$ cat src/rtl/button_event_pkg.sv
// Shared state encodings and default timing for the button event detector.
package button_event_pkg;

  localparam logic [2:0] ST_IDLE   = 3'd0;
  localparam logic [2:0] ST_PRESS1 = 3'd1;
  localparam logic [2:0] ST_LONG   = 3'd2;
  localparam logic [2:0] ST_WAIT2  = 3'd3;
  localparam logic [2:0] ST_PRESS2 = 3'd4;

  typedef enum logic [2:0] {
    S_IDLE   = ST_IDLE,
    S_PRESS1 = ST_PRESS1,
    S_LONG   = ST_LONG,
    S_WAIT2  = ST_WAIT2,
    S_PRESS2 = ST_PRESS2
  } state_t;

  localparam int DEF_LONG_TICKS   = 1000;
  localparam int DEF_DCLICK_TICKS = 250;
  localparam int DEF_CNT_W        = 10;

endpackage

$ cat src/rtl/button_event_detector_edge_detector.sv
// Edge detector: one-cycle-delayed copy of the button level, with combinational
// edge events for the FSM and registered rise/fall pulses for the outputs.
module edge_detector (
  input  logic clk,
  input  logic reset_n,
  input  logic debounced,
  output logic rise_ev,
  output logic fall_ev,
  output logic rise,
  output logic fall
);

  logic d_q;

  always_comb begin
    rise_ev = debounced & ~d_q;
    fall_ev = ~debounced & d_q;
  end

  always_ff @(posedge clk or negedge reset_n) begin
    if (!reset_n) begin
      d_q  <= 1'b0;
      rise <= 1'b0;
      fall <= 1'b0;
    end else begin
      d_q  <= debounced;
      rise <= rise_ev;
      fall <= fall_ev;
    end
  end

endmodule

$ cat src/rtl/button_event_detector.sv
// Classifies debounced button activity into short press, long press and
// double click using a tick-driven counter and a five-state gesture FSM.
module button_event_detector
  import button_event_pkg::*;
#(
  parameter int LONG_TICKS   = DEF_LONG_TICKS,
  parameter int DCLICK_TICKS = DEF_DCLICK_TICKS,
  parameter int CNT_W        = DEF_CNT_W
) (
  input  logic clk,
  input  logic reset_n,
  input  logic debounced,
  input  logic tick,
  output logic rise,
  output logic fall,
  output logic short_press,
  output logic long_press,
  output logic double_click,
  output logic held
);

  localparam logic [CNT_W-1:0] LONG_LAST   = CNT_W'(LONG_TICKS - 1);
  localparam logic [CNT_W-1:0] DCLICK_LAST = CNT_W'(DCLICK_TICKS - 1);

  function automatic logic [CNT_W-1:0] sat_inc(input logic [CNT_W-1:0] v);
    return (v == '1) ? v : v + 1'b1;
  endfunction

  logic       rise_ev;
  logic       fall_ev;
  state_t     state;
  state_t     state_nxt;
  logic [CNT_W-1:0] cnt;
  logic       short_nxt;
  logic       long_nxt;
  logic       dclick_nxt;

  edge_detector u_edge (
    .clk       (clk),
    .reset_n   (reset_n),
    .debounced (debounced),
    .rise_ev   (rise_ev),
    .fall_ev   (fall_ev),
    .rise      (rise),
    .fall      (fall)
  );

  // Edges are tested before ticks so a coincident tick is ignored.
  always_comb begin
    state_nxt  = state;
    short_nxt  = 1'b0;
    long_nxt   = 1'b0;
    dclick_nxt = 1'b0;
    case (state)
      S_IDLE: begin
        if (rise_ev) state_nxt = S_PRESS1;
      end
      S_PRESS1: begin
        if (fall_ev) begin
          state_nxt = S_WAIT2;
        end else if (tick && cnt == LONG_LAST) begin
          state_nxt = S_LONG;
          long_nxt  = 1'b1;
        end
      end
      S_LONG: begin
        if (fall_ev) state_nxt = S_IDLE;
      end
      S_WAIT2: begin
        if (rise_ev) begin
          state_nxt  = S_PRESS2;
          dclick_nxt = 1'b1;
        end else if (tick && cnt == DCLICK_LAST) begin
          state_nxt = S_IDLE;
          short_nxt = 1'b1;
        end
      end
      S_PRESS2: begin
        if (fall_ev) state_nxt = S_IDLE;
      end
      default: state_nxt = S_IDLE;
    endcase
  end

  always_ff @(posedge clk or negedge reset_n) begin
    if (!reset_n) begin
      state        <= S_IDLE;
      cnt          <= '0;
      short_press  <= 1'b0;
      long_press   <= 1'b0;
      double_click <= 1'b0;
    end else begin
      state        <= state_nxt;
      short_press  <= short_nxt;
      long_press   <= long_nxt;
      double_click <= dclick_nxt;
      if (state_nxt != state) begin
        cnt <= '0;
      end else if (tick) begin
        cnt <= sat_inc(cnt);
      end
    end
  end

  always_comb begin
    held = (state == S_LONG);
  end

endmodule

$ cat config.mk
export PLATFORM = sky130hd
export DESIGN_NAME = button_event_detector
export DESIGN_NICKNAME = d
export VERILOG_FILES = /design/src/rtl/button_event_pkg.sv /design/src/rtl/button_event_detector_edge_detector.sv /design/src/rtl/button_event_detector.sv
export SDC_FILE = /design/constraint.sdc
export NUM_CORES = 1
export LEC_CHECK = 0
export ABC_AREA = 1
export BUFFER_PORTS_ARGS = -buffer_cell sky130_fd_sc_hd__buf_2
export CORE_MARGIN = 2
export CORE_UTILIZATION = 55
export CTS_CLUSTER_SIZE = 28
export DETAILED_ROUTE_END_ITERATION = 10
export GPL_TIMING_DRIVEN = 0
export HOLD_SLACK_MARGIN = 0.03
export PLACE_DENSITY = 0.84
export SKIP_CTS_REPAIR_TIMING = 1
export SKIP_LAST_GASP = 1
export SYNTH_ARGS = -nofsm -noshare
export SYNTH_HDL_FRONTEND = slang
export SYNTH_SLANG_ARGS = --single-unit
$ cat constraint.sdc
create_clock -name clk -period 3.1 [get_ports clk]
set_input_delay 0.62 -clock clk [delete_from_list [all_inputs] [get_ports clk]]
set_output_delay 0.62 -clock clk [all_outputs]
set_load 0.05 [all_outputs]
# Yosys cells after proc, flatten, opt, wreduce, memory -nomap -nowiden
# Cells that the tools add are included.
totals:
  regBits: 19
  latch_bits: 0
  ram_bits: 0
  mem_bits_ro: 0
  elab_cells: 46
  n_memories: 0
classes:
  add_sub_neg: 1
  n_mul: 0
  div_mod_pow: 0
  order_cmp: 0
  n_eq_ne: 9
  shifts: 0
  muxes: 18
  n_bitwise: 4
  n_reduce_logical: 6
op_table:
  columns: ["cell", "count"]
  rows:
  - ["10-bit 2-to-1 mux", 3]
  - ["10-bit == test, second input constant", 2]
  - ["3-bit 2-to-1 mux", 6]
  - ["3-bit case mux with 4 select lines", 1]
  - ["10-bit by 1-bit adder with 10-bit output, second input constant", 1]
  - ["10-bit by 8-bit == test with 1-bit output, second input constant", 1]
  - ["1-bit 2-to-1 mux", 8]
  - ["3-bit by 2-bit == test with 1-bit output, second input constant", 2]
  - ["3-bit by 1-bit == test with 1-bit output, second input constant", 1]
  - ["3-bit == test, second input constant", 1]
  - ["3-bit logical NOT", 1]
  - ["3-bit inequality test", 1]
  - ["1-bit bitwise AND", 2]
  - ["1-bit logical AND", 2]
  - ["2-bit inequality test, second input constant", 1]
  - ["1-bit inverter", 2]
  - ["2-bit AND reduction", 1]
  - ["2-bit nonzero test", 1]
  - ["2-bit OR reduction", 1]

# Longest topological paths before layout
# Gate-level depths: netlist of run 1.
depth:
  ltp_word: 8
  mapped_depth: 11
  depth_no_buf: 11

# Cells and area by module
# A second synthesis of run 1 with hierarchy kept.
unflattened:
  cells_unflattened: 118
  area_unflattened_um2: 1001.0
by_module_without_submodules:
  columns: ["module", "n_inst", "cells_per_inst", "area_per_inst_um2"]
  rows:
  - ["button_event_detector", 1, 111, 910.9]
  - ["edge_detector", 1, 7, 90.1]

# Worst setup path before layout of run 1
# OpenSTA, ideal clock, no wires.
synth_timing:
  kind: "register to output"
  start: "register state[2]"
  end: "output port held"
  arrival_ns: 1.219
  required_ns: 2.480
  setup_slack_ns: 1.261
  stages_incl_launch_ff: 4
  n_path_buf: 0
  path_cell_list: "dfrtp_1 -> inv_1 -> nand2_1 -> nor2_1"
synth_between:
  elab_chain_len: 1
synth_lines:
  columns: ["item", "line", "source"]
  rows:
  - ["start: declaration", "button_event_detector.sv:31", "state_t state;"]
  - ["start signal: assignment", "button_event_detector.sv:93", "state <= state_nxt;"]
  - ["3-bit by 2-bit == test with 1-bit output", "button_event_detector.sv:106", "held = (state == S_LONG);"]
  - ["end: declaration", "button_event_detector.sv:19", "output logic held"]
# No other way between the ends.

# Worst setup path after layout of run 1
# Same ends and word-level chain as after synthesis.

==> results of run 1 <==
==> cell families after synthesis <==
group / count (synthesis) / synth area share
xor+xnor: 8 / 0.06565
fa+ha+maj: 2 / 0.02344
buf+inv: 17 / 0.05979
simple gates: 68 / 0.3740
flops: 19 / 0.4455
compound gates: 6 / 0.03165
==> power by group <==
part           switching, mW  internal (mW)
combinational          0.205         0.0856
clock                 0.0674         0.0501
sequential            0.0322          0.271
==> synthesized netlist by cell type <==
master and number:
a21oi_1 3, a21oi_2 1, and2_1 1, dfrtp_1 19
ha_1 2, inv_1 16, inv_2 1, nand2_1 15
nand2_2 4, nand2_4 1, nand2_8 1, nand3_1 7
nand3_2 3, nand4_1 6, nor2_1 8, nor2_2 14
nor2_4 2, nor3_1 3, nor3_2 1, nor4_1 1
o21ai_0 2, or2_1 1, xor2_1 8
==> metal layers <==
layer / vias to the layer above / routed length (um)
met5: - / 0
met4: 0 / 30
met3: 4 / 77
met2: 17 / 838
met1: 346 / 811
li1: 405 / -
==> path summary, 6_finish.rpt <==
check                                     startpoint                     to  slack [ns]  depth (start not counted)
worst max-delay path              state[2]$_DFF_PN0_                   held        1.20                          4
worst min-delay path                         reset_n     cnt[1]$_DFFE_PN0P_        0.24                          1
worst max register to register    cnt[0]$_DFFE_PN0P_     cnt[7]$_DFFE_PN0P_        1.45                         11
worst min register to register  u_edge.d_q$_DFF_PN0_  u_edge.rise$_DFF_PN0_        0.51                          1
max in group asynchronous                    reset_n     cnt[8]$_DFFE_PN0P_        2.57                          1
min in group clk                           debounced   u_edge.d_q$_DFF_PN0_        0.44                          1
==> registers in the layout, indices dropped and copies added (netlist names) <==
register / cells
u_edge.d_q: 1
u_edge.fall: 1
long_press: 1
double_click: 1
short_press: 1
cnt: 10
state: 3
u_edge.rise: 1
==> final cells by class <==
class                   count  area [um^2]  share of cell area
repair buffers              9        45.04             0.03850
flip-flops and latches     19        475.5              0.4064
well taps                  25        31.28             0.02674
multi-input cells          84        528.0              0.4513
inverters                  17        63.81             0.05455
clock buffers               4        26.28             0.02246
==> layout by cell type, fill, tap and decap left out, types with 3 or more instances in the layout <==
cell type / synthesis / layout
a21oi_1: 3 / 3
buf_2: 0 / 9
clkbuf_4: 0 / 3
dfrtp_1: 19 / 19
inv_1: 16 / 16
nand2_1: 15 / 15
nand2_2: 4 / 4
nand3_1: 7 / 7
nand3_2: 3 / 3
nand4_1: 6 / 6
nor2_1: 8 / 8
nor2_2: 14 / 14
nor3_1: 3 / 3
xor2_1: 8 / 8
==> out/results.tsv, run 1 <==
stage	metric	value	unit
placement	PortBufs	9	
clocking	CTS max path bufs	2	
drt	Avg WL per Cell	11.13	um
run_status	status	finished, final reports clean	
drt	DRC violations left	0	
critical_path	Crit Path Category	reg -> out	
critical_path	largest fanout on the critical path	5	
yosys	top post-synthesis cells by area	dfrtp_1, nor2_2, xor2_1	
timing	Max Clock Skew	0.004638	ns
yosys	YS warnings	0	
yosys	Cell Area, Synth	1067	um^2
min_path	Worst Hold Class	in -> async	
drt	mean number of vias per cell	4.886	
placement	placed inst area	1144	um^2
critical_path	worst path bufs/invs	2	
placement	placed cells	154	
timing	Slew HR	0.7347	
drt	initial drt markers	6	
clocking	Num CTS Buffers	3	
timing	max-slew violation count	0	
critical_path	Setup crit end kind	output port	
die	# IOs	10	
placement	pre-CTS WS	1.314	ns
timing	fin worst setup slack	1.195	ns
timing	Setup TNS	0	ns
yosys	top cell type's share of synthesized area	0.4455	
yosys	Post-Syn Instances	120	
die	die height	48.05	um
placement	post-DP HPWL	1407	um
timing	Peak Freq	524.9	MHz
global_routing	met3 Use GR	0.08302	
global_routing	first-pass GRT wire length	2994	um
clocking	CTS root buf	clkbuf_4	
critical_path	Crit path largest cell delay	0.44	ns
yosys	number of library cell types mapped by synthesis	23	
timing	worst hold slack	0.2387	ns
final_layout	Syn-to-layout area delta	9.613	%
die	core area	1783	um^2
critical_path	CP max stage cell	dfrtp_1	
clocking	Clock transition at path regs	0.10	ns
critical_path	WP data arrival	1.28	ns
clocking	CTS tree	yes	
drt	drt first pass iters	4	
global_routing	largest net degree at the start of global routing	20	
timing	RSZ-0062 raised after global routing	no	
final_layout	Post-Layout Cell Count	158	
timing	post-layout minimum cycle time	1.905	ns
die	Die ar.	2309	um^2
placement	GP Congestion	0.9145	
critical_path	WP data required	2.48	ns
global_routing	total track usage	0.1963	
global_routing	vias in the first global route	718	
pwr	Pwr Density	608.4	nW/um^2
drt	DRT antenna net count	0	
pwr	Final Power	711.7	uW
global_routing	met2 usage	0.2880	
pwr	VDD IR max	0.0003391	V
global_routing	initial antenna violation count	0	
yosys	register area share after synthesis	0.4455	
global_routing	GR Util met1	0.2401	
global_routing	GRT Max-Usage Layer	met2	
pwr	Lkg Pwr	0.5251	nW
die	chip width	48.05	um
critical_path	Crit path max-delay family	flip-flops	
timing	# setup viols final	0	
clocking	Worst-Skew Late Latency	0.29	ns
timing	final hold vios	0	
yosys	syn_nets	126	
critical_path	crit-path cells	inv_1 -> nand2_1 -> nor2_1 -> buf_2	
timing	Worst-Margin Slew	0.3980	ns
drt	WL final	1758	um
final_layout	Core Util, Final	0.6561	
yosys	post-synth top area cell	dfrtp_1	
critical_path	startpoint types	flop	
clocking	CTS H-tree depth	1	
timing	crit share post-route	0.6145	
final_layout	layout cell share with drive strength beyond 1	0.3008	
die	Starting Density	0.5986	
final_layout	Inserted Diodes	0	
drt	via count	772	
final_layout	FILL cells	147	
die	Site Rows	15	
global_routing	grt total ovfl	0	
final_layout	Final Cell Area	1170	um^2
flow_run	max cap viols	0	
yosys	FF+latch count, synth	19	
final_layout	# nets final	140	
yosys	Synth Area per Inst	8.894	um^2
clocking	Clock Sinks	19	
Note: power is estimated with default switching activity, not from simulation.
==> run 2: changes to the inputs <==
==> constraint.sdc (replaced) <==
create_clock -name clk -period 1.9 [get_ports clk]
set_input_delay 0.38 -clock clk [delete_from_list [all_inputs] [get_ports clk]]
set_output_delay 0.38 -clock clk [all_outputs]
set_load 0.05 [all_outputs]
==> run 2 against run 1 <==
  * Routed wire length up 0.46%
  * Non-clock buffer count rose by 1
  * Global-route usage stayed put
  * Worst setup slack got worse by 0.96 ns
  * Largest power group unchanged
==> out/results.tsv, run 2 (synthesis gave the netlist of run 1 again) <==
stage	metric	value	unit	change
timing	max-slew violation count	0		unchanged
clocking	CTS tree	yes		unchanged
die	Site Rows	15		unchanged
global_routing	grt total ovfl	0		unchanged
timing	crit share post-route	0.8763		
drt	WL final	1766	um	was 1758 um
final_layout	# nets final	141		was 140
drt	initial drt markers	10		was 6
die	chip width	48.05	um	unchanged
placement	post-DP HPWL	1407	um	unchanged
run_status	status	finished, final reports clean		unchanged
global_routing	initial antenna violation count	0		unchanged
die	die height	48.05	um	unchanged
timing	Max Clock Skew	0.004638	ns	unchanged
critical_path	WP data required	1.52	ns	was 2.48 ns
die	Starting Density	0.5986		unchanged
timing	Worst-Margin Slew	0.3984	ns	was 0.3980 ns
global_routing	largest net degree at the start of global routing	20		unchanged
timing	RSZ-0062 raised after global routing	no		unchanged
final_layout	largest registers	cnt: 10 flops, state: 3 flops		unchanged
timing	Slew HR	0.7344		was 0.7347
pwr	VDD IR max	0.0005535	V	was 0.0003391 V
final_layout	Inserted Diodes	0		unchanged
drt	Avg WL per Cell	11.11	um	was 11.13 um
final_layout	most common cell after layout, fill and taps aside	dfrtp_1		unchanged
critical_path	crit-path cells	inv_1 -> nand2_1 -> nor2_1 -> buf_2		unchanged
critical_path	WP data arrival	1.28	ns	about the same
final_layout	layout cell share with drive strength beyond 1	0.2985		was 0.3008
final_layout	FILL cells	146		was 147
placement	placed inst area	1144	um^2	unchanged
drt	via count	774		was 772
critical_path	Crit path largest cell delay	0.44	ns	about the same
critical_path	largest fanout on the critical path	5		unchanged
final_layout	Final Cell Area	1180	um^2	was 1170 um^2
critical_path	Crit path max-delay family	flip-flops		unchanged
drt	drt first pass iters	4		unchanged
timing	Setup TNS	0	ns	unchanged
pwr	Pwr Density	985.5	nW/um^2	was 608.4 nW/um^2
critical_path	worst path bufs/invs	2		unchanged
clocking	CTS H-tree depth	1		unchanged
clocking	CTS max path bufs	2		unchanged
final_layout	max reg flops	10		unchanged
final_layout	commonest cells after routing, fill and taps aside	dfrtp_1, inv_1, nand2_1, nor2_2, buf_2		unchanged
pwr	Lkg Pwr	0.5293	nW	was 0.5251 nW
placement	PortBufs	9		unchanged
drt	mean number of vias per cell	4.868		was 4.886
global_routing	vias in the first global route	718		unchanged
global_routing	total track usage	0.1963		unchanged
global_routing	first-pass GRT wire length	2994	um	unchanged
clocking	Clock transition at path regs	0.10	ns	about the same
drt	DRT antenna net count	0		unchanged
critical_path	CP max stage cell	dfrtp_1		unchanged
final_layout	Syn-to-layout area delta	10.55	%	was 9.613%
flow_run	max cap viols	0		unchanged
critical_path	startpoint types	flop		unchanged
clocking	Num CTS Buffers	3		unchanged
die	Die ar.	2309	um^2	unchanged
critical_path	Crit Path Category	reg -> out		unchanged
critical_path	Setup crit end kind	output port		unchanged
die	# IOs	10		unchanged
timing	post-layout minimum cycle time	1.665	ns	
drt	DRC violations left	0		unchanged
timing	# setup viols final	0		unchanged
placement	GP Congestion	0.9145		unchanged
clocking	Clock Sinks	19		unchanged
final_layout	Core Util, Final	0.6618		was 0.6561
timing	Peak Freq	600.6	MHz	
die	core area	1783	um^2	unchanged
final_layout	Largest Register	cnt		unchanged
timing	final hold vios	0		unchanged
min_path	Worst Hold Class	in -> reg		was in -> async
timing	worst hold slack	0.2024	ns	was 0.2387 ns
clocking	CTS root buf	clkbuf_4		unchanged
clocking	Worst-Skew Late Latency	0.29	ns	about the same
-- run 2: worst paths after layout --
check,start,to,slack [ns],cells after the start
min in group asynchronous,reset_n,cnt[1]$_DFFE_PN0P_,0.53,2
max,state[2]$_DFF_PN0_,held,0.24,4
min,debounced,u_edge.d_q$_DFF_PN0_,0.20,1
min reg2reg,u_edge.d_q$_DFF_PN0_,u_edge.rise$_DFF_PN0_,0.51,1
max in group asynchronous,reset_n,cnt[8]$_DFFE_PN0P_,1.08,2
max reg2reg,cnt[0]$_DFFE_PN0P_,cnt[7]$_DFFE_PN0P_,0.25,11
-- run 2: metrics by stage --
stage                     total power [mW]  cells  setup slack, ns
after CTS                            1.177    158           0.2209
after global placement              0.9634    154           0.3177
final                                1.163    159           0.2350
after detailed placement            0.9811    154           0.2967
after global routing                 1.251    159          0.09595
after floorplan                     0.8813    120           0.3012
-- run 2: cell type report --
cell class / count / area (um^2) / share of cell area
tap: 25 / 31.28 / 0.02651
timing repair buffer: 10 / 55.05 / 0.04666
clock buffer: 4 / 26.28 / 0.02227
multi-input combinational: 84 / 528.0 / 0.4475
sequential: 19 / 475.5 / 0.4030
inverter: 17 / 63.81 / 0.05408
-- run 2: power breakdown --
| group | internal (mW) | total (mW) | switching (mW) | leakage [nW] |
|---|---|---|---|---|
| sequential | 0.442 | 0.495 | 0.0526 | 0.257 |
| clock | 0.0817 | 0.192 | 0.110 | 0.0150 |
| combinational | 0.141 | 0.476 | 0.335 | 0.257 |
| total | 0.665 | 1.16 | 0.498 | 0.529 |
-- run 2: layer usage --
metal / vias up / wire length (um) / share of wire / GRT usage
met5: - / 0 / 0 / 0
met4: 0 / 30 / 0.017 / 0.1135
met3: 4 / 75 / 0.042 / 0.08302
met2: 17 / 841 / 0.48 / 0.2880
met1: 346 / 819 / 0.46 / 0.2401
li1: 407 / - / - / -
==> run 3: changes to the inputs <==
--- a/config.mk
+++ b/config.mk
@@ -7,13 +7,14 @@
 export LEC_CHECK = 0
 export ABC_AREA = 1
 export BUFFER_PORTS_ARGS = -buffer_cell sky130_fd_sc_hd__buf_2
+export CORE_ASPECT_RATIO = 0.8
 export CORE_MARGIN = 2
-export CORE_UTILIZATION = 55
+export CORE_UTILIZATION = 50
 export CTS_CLUSTER_SIZE = 28
 export DETAILED_ROUTE_END_ITERATION = 10
 export GPL_TIMING_DRIVEN = 0
 export HOLD_SLACK_MARGIN = 0.03
-export PLACE_DENSITY = 0.84
+export PLACE_DENSITY = 0.78
 export SKIP_CTS_REPAIR_TIMING = 1
 export SKIP_LAST_GASP = 1
 export SYNTH_ARGS = -nofsm -noshare
==> run 3 against run 2 <==
  * Clock skew up 0.0026 ns
  * Flip-flop and latch count unchanged
  * Utilization down 5.6 points
  * Routed wire length up 3.9%
  * Fmax down 0.49%
  * Clock power up 5%
  * Sequential power about the same
  * First-iteration DRC count up 30%
  * Highest routed layer unchanged
==> out/results.tsv, run 3 (synthesis gave the netlist of run 1 again) <==
stage	metric	value	unit	change
placement	placed cells	153		was 154
drt	DRC violations left	0		unchanged
timing	crit share post-route	0.8806		was 0.8763
min_path	Worst Hold Class	in -> reg		unchanged
timing	Slew HR	0.7140		was 0.7344
final_layout	Final Cell Area	1179	um^2	was 1180 um^2
flow_run	max cap viols	0		unchanged
pwr	Final Power	1.165	mW	was 1.163 mW
placement	post-DP HPWL	1384	um	was 1407 um
final_layout	Core Util, Final	0.6062		was 0.6618
min_path	hold_sp	debounced		unchanged
pwr	VDD IR max	0.0006001	V	was 0.0005535 V
die	core area	1944	um^2	was 1783 um^2
final_layout	most common cell after layout, fill and taps aside	dfrtp_1		unchanged
global_routing	vias in the first global route	748		was 718
placement	GP Congestion	0.8587		was 0.9145
run_status	status	finished, final reports clean		unchanged
pwr	Lkg Pwr	0.5293	nW	unchanged
timing	Setup TNS	0	ns	unchanged
global_routing	total track usage	0.1731		was 0.1963
clocking	CTS tree	yes		unchanged
critical_path	Crit Path Category	reg -> out		unchanged
timing	Max Clock Skew	0.007210	ns	was 0.004638 ns
placement	placed inst area	1142	um^2	was 1144 um^2
final_layout	largest registers	cnt: 10 flops, state: 3 flops		unchanged
clocking	Clock transition at path regs	0.10	ns	about the same
placement	pre-CTS WS	0.3014	ns	was 0.2967 ns
timing	RSZ-0062 raised after global routing	no		unchanged
final_layout	max reg flops	10		unchanged
final_layout	# nets final	141		unchanged
clocking	CTS max path bufs	2		unchanged
die	# IOs	10		unchanged
clocking	CTS root buf	clkbuf_4		unchanged
drt	via count	778		was 774
final_layout	Syn-to-layout area delta	10.43	%	was 10.55%
drt	initial drt markers	13		was 10
final_layout	Post-Layout Cell Count	158		was 159
clocking	CTS H-tree depth	1		unchanged
timing	worst hold slack	0.1937	ns	was 0.2024 ns
final_layout	commonest cells after routing, fill and taps aside	dfrtp_1, inv_1, nand2_1, nor2_2, buf_2		unchanged
timing	max-slew violation count	0		unchanged
placement	PortBufs	9		unchanged
clocking	Num CTS Buffers	3		unchanged
critical_path	WP data required	1.52	ns	about the same
drt	WL final	1835	um	was 1766 um
critical_path	Setup crit end kind	output port		unchanged
timing	final hold vios	0		unchanged
critical_path	startpoint types	flop		unchanged
die	Site Rows	14		was 15
critical_path	crit path launch	state[2]$_DFF_PN0_		unchanged
clocking	Worst-Skew Late Latency	0.30	ns	was 0.29 ns
global_routing	first-pass GRT wire length	3243	um	was 2994 um
final_layout	Largest Register	cnt		unchanged
critical_path	largest fanout on the critical path	5		unchanged
global_routing	initial antenna violation count	0		unchanged
drt	mean number of vias per cell	4.924		was 4.868
final_layout	layout cell share with drive strength beyond 1	0.2985		unchanged
timing	# setup viols final	0		unchanged
die	Die ar.	2523	um^2	was 2309 um^2
timing	Peak Freq	597.7	MHz	was 600.6 MHz
timing	Worst-Margin Slew	0.4291	ns	was 0.3984 ns
global_routing	largest net degree at the start of global routing	20		unchanged
drt	Avg WL per Cell	11.61	um	was 11.11 um
timing	post-layout minimum cycle time	1.673	ns	was 1.665 ns
die	chip width	55.66	um	was 48.05 um
global_routing	grt total ovfl	0		unchanged
critical_path	RR Startpoint	cnt[0]$_DFFE_PN0P_		unchanged
drt	drt first pass iters	4		unchanged
critical_path	WP data arrival	1.29	ns	was 1.28 ns
die	die height	45.33	um	was 48.05 um
drt	DRT antenna net count	0		unchanged
final_layout	Inserted Diodes	0		unchanged
timing	fin worst setup slack	0.2269	ns	was 0.2350 ns
die	Starting Density	0.5489		was 0.5986
clocking	Clock Sinks	19		unchanged
pwr	Pwr Density	988.7	nW/um^2	was 985.5 nW/um^2
==> run 3: metal layers <==
layer | wire length (um) | vias up | track usage
li1 | - | 406 | -
met1 | 971 | 352 | 0.2318
met2 | 742 | 18 | 0.2500
met3 | 107 | 2 | 0.06590
met4 | 13 | 0 | 0.08293
met5 | 0 | - | 0
==> run 3: final timing paths <==
kind                                          end  slack (ns)  cells past startpoint
min in group asynchronous      cnt[1]$_DFFE_PN0P_        0.54                      2
setup reg to reg               cnt[7]$_DFFE_PN0P_        0.24                      9
hold / removal               u_edge.d_q$_DFF_PN0_        0.19                      1
setup / recovery                             held        0.23                      4
max in group asynchronous  double_click$_DFF_PN0_        1.06                      2
hold reg to reg             u_edge.rise$_DFF_PN0_        0.51                      1
==> run 3: power by group <==
part | total, mW | switching [mW] | internal, mW
clock | 0.202 | 0.120 | 0.0819
sequential | 0.494 | 0.0518 | 0.442
combinational | 0.470 | 0.331 | 0.139
==> run 3: area by class of cell <==
class                   count  area (um^2)
clock buffers               4        26.28
multi-input cells          84        528.0
well taps                  24        30.03
repair buffers             10        55.05
inverters                  17        63.81
fillers                   162        765.7
flip-flops and latches     19        475.5
==> run 3: worst max-delay path: stages (launching register included) <==
cell and delay (ns):
dfrtp_1 0.44, inv_1 0.12, nand2_1 0.08, nor2_1 0.08
buf_2 0.26
